===== src/rtl/game_pkg.sv =====
// Shared types for the two-player shooter match sequencer.
//   game_state_e : top-level match state
//   winner_e     : round / match result encoding (none, P1, P2, draw)
//   SCORE_W      : score register width
package game_pkg;

  localparam int unsigned SCORE_W = 6;

  typedef enum logic [2:0] {
    MENU       = 3'd0,
    COUNTDOWN  = 3'd1,
    PLAY       = 3'd2,
    ROUND_OVER = 3'd3,
    FINAL      = 3'd4
  } game_state_e;

  typedef enum logic [1:0] {
    W_NONE = 2'b00,
    W_P1   = 2'b01,
    W_P2   = 2'b10,
    W_DRAW = 2'b11
  } winner_e;

endpackage


===== src/rtl/tick_prescaler.sv =====
// Tick generator: counts 0..TICK_CYCLES-1 while enabled and pulses tick_o
// on the wrap cycle. Held at 0 when disabled or cleared.
//   clk_i     : system clock
//   reset_ni  : synchronous active-low reset
//   clear_i   : restart the count from 0 at the next edge
//   en_i      : count enable
//   tick_o    : one-cycle pulse on the last count of each period
module tick_prescaler #(
  parameter int unsigned TICK_CYCLES = 25_000_000
) (
  input  logic clk_i,
  input  logic reset_ni,
  input  logic clear_i,
  input  logic en_i,
  output logic tick_o
);

  localparam int unsigned CNT_W = (TICK_CYCLES > 1) ? $clog2(TICK_CYCLES) : 1;
  localparam logic [CNT_W-1:0] LAST = CNT_W'(TICK_CYCLES - 1);

  logic [CNT_W-1:0] cnt_q, cnt_d;

  // tick_o is deliberately not gated by clear_i: the controller derives
  // clear_i from tick_o, so gating would form a combinational loop.
  always_comb begin
    tick_o = en_i && (cnt_q == LAST);
    if (clear_i || !en_i || tick_o) begin
      cnt_d = '0;
    end else begin
      cnt_d = cnt_q + CNT_W'(1);
    end
  end

  always_ff @(posedge clk_i) begin
    if (!reset_ni) begin
      cnt_q <= '0;
    end else begin
      cnt_q <= cnt_d;
    end
  end

endmodule


===== src/rtl/match_controller.sv =====
// Round and match sequencer: menu, pre-round countdown, live play, post-round
// hold and final-score screen; keeps both scores and holds the playfield in
// reset outside live play.
//   clk_i, reset_ni            : clock, synchronous active-low reset
//   space_i, hit_p1_i, hit_p2_i: level inputs, rising edges are events
//   is_*_o                     : one-hot state flags
//   countdown_o                : remaining countdown ticks (0 outside COUNTDOWN)
//   score_p1_o, score_p2_o     : current scores
//   round_winner_o             : last round result (none/P1/P2/draw)
//   match_winner_o             : match winner in FINAL, else 0
//   field_reset_o              : playfield reset, low only in PLAY
module match_controller
  import game_pkg::*;
#(
  parameter int unsigned WIN_SCORE       = 5,
  parameter int unsigned COUNTDOWN_TICKS = 3,
  parameter int unsigned HOLD_TICKS      = 2,
  parameter int unsigned TICK_CYCLES     = 25_000_000
) (
  input  logic               clk_i,
  input  logic               reset_ni,
  input  logic               space_i,
  input  logic               hit_p1_i,
  input  logic               hit_p2_i,
  output logic               is_menu_o,
  output logic               is_countdown_o,
  output logic               is_playing_o,
  output logic               is_round_over_o,
  output logic               is_final_o,
  output logic [3:0]         countdown_o,
  output logic [SCORE_W-1:0] score_p1_o,
  output logic [SCORE_W-1:0] score_p2_o,
  output logic [1:0]         round_winner_o,
  output logic [1:0]         match_winner_o,
  output logic               field_reset_o
);

  localparam logic [SCORE_W-1:0] WIN_S     = SCORE_W'(WIN_SCORE);
  localparam logic [3:0]         CD_LOAD   = 4'(COUNTDOWN_TICKS);
  localparam logic [3:0]         HOLD_LOAD = 4'(HOLD_TICKS);

  game_state_e        state_q, state_d;
  logic [3:0]         countdown_q, countdown_d;
  logic [3:0]         hold_q, hold_d;
  logic [SCORE_W-1:0] score_p1_q, score_p1_d;
  logic [SCORE_W-1:0] score_p2_q, score_p2_d;
  winner_e            round_winner_q, round_winner_d;
  winner_e            match_winner_q, match_winner_d;
  logic               space_prev_q, hit_p1_prev_q, hit_p2_prev_q;

  logic space_rise, hit_p1_rise, hit_p2_rise;
  logic presc_en, presc_clear, tick;

  // Edge detectors run in every state, so a level already high on state
  // entry never counts as a new event.
  assign space_rise  = space_i  && !space_prev_q;
  assign hit_p1_rise = hit_p1_i && !hit_p1_prev_q;
  assign hit_p2_rise = hit_p2_i && !hit_p2_prev_q;

  assign presc_en = (state_q == COUNTDOWN) || (state_q == ROUND_OVER);

  tick_prescaler #(
    .TICK_CYCLES(TICK_CYCLES)
  ) u_prescaler (
    .clk_i   (clk_i),
    .reset_ni(reset_ni),
    .clear_i (presc_clear),
    .en_i    (presc_en),
    .tick_o  (tick)
  );

  always_comb begin
    state_d        = state_q;
    countdown_d    = countdown_q;
    hold_d         = hold_q;
    score_p1_d     = score_p1_q;
    score_p2_d     = score_p2_q;
    round_winner_d = round_winner_q;
    match_winner_d = match_winner_q;
    presc_clear    = 1'b0;

    case (state_q)
      MENU: begin
        if (space_rise) begin
          state_d        = COUNTDOWN;
          countdown_d    = CD_LOAD;
          presc_clear    = 1'b1;
          round_winner_d = W_NONE;
        end
      end
      COUNTDOWN: begin
        if (tick) begin
          if (countdown_q == 4'd1) begin
            state_d     = PLAY;
            countdown_d = 4'd0;
          end else begin
            countdown_d = countdown_q - 4'd1;
          end
        end
      end
      PLAY: begin
        if (hit_p1_rise || hit_p2_rise) begin
          state_d     = ROUND_OVER;
          hold_d      = HOLD_LOAD;
          presc_clear = 1'b1;
          if (hit_p1_rise && hit_p2_rise) begin
            round_winner_d = W_DRAW;
          end else if (hit_p1_rise) begin
            score_p2_d     = score_p2_q + SCORE_W'(1);
            round_winner_d = W_P2;
          end else begin
            score_p1_d     = score_p1_q + SCORE_W'(1);
            round_winner_d = W_P1;
          end
        end
      end
      ROUND_OVER: begin
        if (tick) begin
          if (hold_q == 4'd1) begin
            // A draw never scores, so at most one player can be at WIN_SCORE.
            if (score_p1_q == WIN_S) begin
              state_d        = FINAL;
              match_winner_d = W_P1;
            end else if (score_p2_q == WIN_S) begin
              state_d        = FINAL;
              match_winner_d = W_P2;
            end else begin
              state_d     = COUNTDOWN;
              countdown_d = CD_LOAD;
              presc_clear = 1'b1;
            end
          end else begin
            hold_d = hold_q - 4'd1;
          end
        end
      end
      FINAL: begin
        if (space_rise) begin
          state_d        = MENU;
          score_p1_d     = '0;
          score_p2_d     = '0;
          match_winner_d = W_NONE;
        end
      end
      default: state_d = MENU;
    endcase
  end

  always_ff @(posedge clk_i) begin
    if (!reset_ni) begin
      state_q        <= MENU;
      countdown_q    <= '0;
      hold_q         <= '0;
      score_p1_q     <= '0;
      score_p2_q     <= '0;
      round_winner_q <= W_NONE;
      match_winner_q <= W_NONE;
      space_prev_q   <= 1'b0;
      hit_p1_prev_q  <= 1'b0;
      hit_p2_prev_q  <= 1'b0;
    end else begin
      state_q        <= state_d;
      countdown_q    <= countdown_d;
      hold_q         <= hold_d;
      score_p1_q     <= score_p1_d;
      score_p2_q     <= score_p2_d;
      round_winner_q <= round_winner_d;
      match_winner_q <= match_winner_d;
      space_prev_q   <= space_i;
      hit_p1_prev_q  <= hit_p1_i;
      hit_p2_prev_q  <= hit_p2_i;
    end
  end

  assign is_menu_o       = (state_q == MENU);
  assign is_countdown_o  = (state_q == COUNTDOWN);
  assign is_playing_o    = (state_q == PLAY);
  assign is_round_over_o = (state_q == ROUND_OVER);
  assign is_final_o      = (state_q == FINAL);
  assign field_reset_o   = (state_q != PLAY);
  assign countdown_o     = countdown_q;
  assign score_p1_o      = score_p1_q;
  assign score_p2_o      = score_p2_q;
  assign round_winner_o  = round_winner_q;
  assign match_winner_o  = match_winner_q;

endmodule


===== config.mk =====
export PLATFORM = sky130hd
export DESIGN_NAME = match_controller
export DESIGN_NICKNAME = d
export VERILOG_FILES = /design/src/rtl/game_pkg.sv /design/src/rtl/tick_prescaler.sv /design/src/rtl/match_controller.sv
export SDC_FILE = /design/constraint.sdc
export NUM_CORES = 1
export LEC_CHECK = 0
export CORE_MARGIN = 2
export CORE_UTILIZATION = 59
export CTS_CLUSTER_SIZE = 8
export DETAILED_ROUTE_END_ITERATION = 8
export HOLD_SLACK_MARGIN = 0.15
export PLACE_DENSITY_LB_ADDON = 0.1
export SYNTH_ARGS = -nofsm -noshare
export SYNTH_HDL_FRONTEND = slang
export SYNTH_SLANG_ARGS = --single-unit

===== constraint.sdc =====
create_clock -name clk_i -period 3.28 [get_ports clk_i]
set_input_delay 0.656 -clock clk_i [delete_from_list [all_inputs] [get_ports clk_i]]
set_output_delay 0.656 -clock clk_i [all_outputs]
set_load 0.01 [all_outputs]

==> out/metrics.csv <==
stage,metric,value,unit
run_status,status,"finished, final reports clean",
critical_path,cp.arrival,2.18,ns
routing,wl_per_cell,14.2,um
yosys,synthSimpleGateAreaFrac,31.2,%
grt,track_usage,23.3,%
yosys,ys_top_cells_by_area,"dfxtp_1, xnor2_1, nor2_1, ha_1, nor4b_1",
critical_path,cpPeakStageDelay,0.83,ns
die,coreArea,0.00466,mm2
critical_path,worstPathCellList,nand3b_1 -> inv_1 -> clkdlybuf4s50_1,
yosys,async_reset_ff_share,0,%
yosys,synth.distinct_cells,53,
sta,period_needed,2.84,ns
clock_tree,ctsHoldBuffers,0,
final_layout,post-route-util,70.1,%
die,die_w,72.9,um
critical_path,r2r_start,state_q[0],
critical_path,startpoint,state_q[0],
critical_path,critical_path_buf_inv_count,2,
sta,period_share,86.6,%
yosys,synthTopCellsByCount,"nor2_1, dfxtp_1, xnor2_1",
clock_tree,cts_resized,0,
hold_path,min_path_type,reg -> reg,
power,netSwitchingPower,354,uW
sta,tightest_slew,0.767,ns
grt,grt_pass1_vias,2156,
placed_design,hpwl,4170,um
yosys,syn_area_per_cell,8.47,um2
placed_design,gp_congestion,0.862,
routing,drc_errors,0,
yosys,ys_warn_count,0,
yosys,ys_ff_latch,55,
sta,fmax,352,MHz
critical_path,cp.required,2.62,ns
yosys,synth_fa_ha_area_share,4.02,%
grt,overflow,0,
clock_tree,cts_tree,built,
critical_path,crit_slowest_cell,dfxtp_1,
yosys,synth_top_family_by_area,simple AND/OR/NAND/NOR gates,
power,swShare,26.6,%
flow_run,maxCapViolCount,0,
sta,fin_skew,0.00768,ns
critical_path,cp-endpoint,is_round_over_o,
power,power.density,406,mW/mm2
yosys,synth_compound_area_share,10.2,%
die,start_util,60.2,%
yosys,mappedNetlistNets,345,
yosys,synth_most_common_cell,nor2_1,
clock_tree,post_cts_buffers,0,
die,die_y,72.9,um
yosys,synth_xor_xnor_area_share,10.3,%
sta,final_max_slew_viol_count,0,
final_layout,num_antenna_cells,0,
placed_design,place.port_buffers,30,
power,pwr-share-seq,54.6,%
critical_path,cp_max_fo,23,
grt,grt_pass1_wl,9810,um
critical_path,worst_setup_path_start_kind,flip-flop,
routing,wl,5920,um
final_layout,final_layout_size_suffix_gt1_share,4.95,%
routing,vias,2437,
critical_path,worstSetupPathDepth,3,
critical_path,setup.worst_path.end_class,output pin,
clock_tree,clockRootBuffer,clkbuf_8,
final_layout,fin_nets,377,
die,fp-row-count,25,
clock_tree,clock_path_buffers,2,
grt,grt_max_degree,26,
power,p_int,974,uW
power,p_leak,1.05,nW
sta,fin_setup_tns,0,ns
sta,hold_viol_final,0,
sta,setup_viol,0,
routing,drt_iter0_markers,138,
die,pin_count,31,
critical_path,path_class,reg -> out,
final_layout,fillers,396,
clock_tree,cts_htree_levels,2,
die,die_area,0.00532,mm2
hold_path,hold_path_depth,2,
yosys,yosys-mux-area-fraction,1.12,%
yosys,syn-cell-area,0.00280,mm2
critical_path,r2r-end,hold_q[3],
power,comb_power_share,14.6,%
yosys,yosys.area.top_type,dfxtp_1,
yosys,netlist_instances,331,
power,peakVddDrop,312,uV
critical_path,r2r_cells,5,
yosys,synthDominantCellAreaShare,39.3,%
routing,drt_pass1_iterations,4,
critical_path,r2r_slack,0.78,ns
routing,post_drt_via_cell_ratio,5.83,
clock_tree,clkSlewWorstSetupHoldPaths,0.09,ns
routing,ant_nets,0,
grt,antenna_found_initial,0,
final_layout,area_delta_synth_final,16.6,%
yosys,synth_edf_count,0,
power,p_clk_share,30.7,%
yosys,seq_area_frac_synth,39.3,%
sta,rsz0062_at_grt,false,
clock_tree,clock-sinks,55,
yosys,synthFlopType,dfxtp_1,
clock_tree,cts_buffers,5,
critical_path,crit_family,flip-flops,
clock_tree,clk_latency,0.31,ns
sta,relSlewSlack,48.8,%
state kept, by name, indices dropped and copies added, names as in the netlist:
signal and cells:
score_p2_o 6, space_prev_q 1, state_q 3, countdown_o 4
u_prescaler.cnt_q 25, score_p1_o 6, round_winner_o 2, hit_p1_prev_q 1
hold_q 4, match_winner_o 2, hit_p2_prev_q 1
how the worst min path moves through the flow:
stage                                    start                    to  slack, ns
after floorplan           u_prescaler.cnt_q[0]  u_prescaler.cnt_q[0]       0.44
after global placement       round_winner_o[0]     round_winner_o[0]       0.44
after detailed placement     round_winner_o[0]     round_winner_o[0]       0.46
after CTS                    round_winner_o[0]     round_winner_o[0]       0.47
after global routing         round_winner_o[0]     round_winner_o[0]       0.49
final                        round_winner_o[0]     round_winner_o[0]       0.47
tightest hold or removal path, stage by stage, from the launching register on:
cell     delay [ns]
dfxtp_1        0.32
nand2_1        0.06
a21oi_1        0.05
kinds of logic (layout without fill, tap and decap cells):
logic type	Yosys count	after routing
AO/OA/AOI/OAI	40	40
XOR/XNOR	33	33
adder cells (fa/ha/maj)	9	9
buffers and inverters	28	61
flip-flops	55	55
multiplexers	3	3
AND/OR/NAND/NOR	163	163
per-layer routing:
layer / GRT usage [%] / wire, um / part of all wire, %
met3: 3.45 / 194 / 3.3
met1: 30.4 / 2780 / 47
met4: 7.61 / 75 / 1.3
met5: 0 / 0 / 0
met2: 39.6 / 2870 / 49
stage by stage:
stage,instance area [um2],cells,hold slack (ns),total power [mW],setup WS (ns)
final,3270,418,0.475,1.33,0.440
after detailed placement,3170,410,0.459,0.934,0.485
after global placement,3170,410,0.444,0.932,0.564
after floorplan,2800,331,0.442,0.860,1.26
after CTS,3270,418,0.472,1.33,0.481
after global routing,3270,418,0.492,1.38,0.316
power by group through the flow:
stage          clock, mW  sequential (mW)  combinational (mW)
6_report           0.408            0.726               0.194
5_1_grt            0.435            0.731               0.218
4_1_cts            0.415            0.725               0.195
3_5_place_dp           0            0.740               0.194
3_3_place_gp           0            0.739               0.193
2_1_floorplan          0            0.719               0.140
area by class of cell:
cell class / count / area (um2) / share of cell area (%)
inverter: 18 / 67.6 / 2.07
multi-input combinational: 248 / 1590 / 48.8
clock buffer: 8 / 100 / 3.06
sequential: 55 / 1100 / 33.7
timing repair buffer: 35 / 338 / 10.3
tap: 54 / 67.6 / 2.07
layout by cell type (no fill, tap or decap), drive strengths merged, types with 7 or more instances in the layout:
master / n
clkbuf: 8
clkdlybuf4s50: 30
dfxtp: 55
ha: 9
inv: 17
nand2: 18
nand3: 14
nand4: 9
nor2: 56
nor3: 10
nor4: 7
nor4b: 10
o21ai: 8
xnor2: 27
Note: power is estimated with default switching activity, not from simulation.
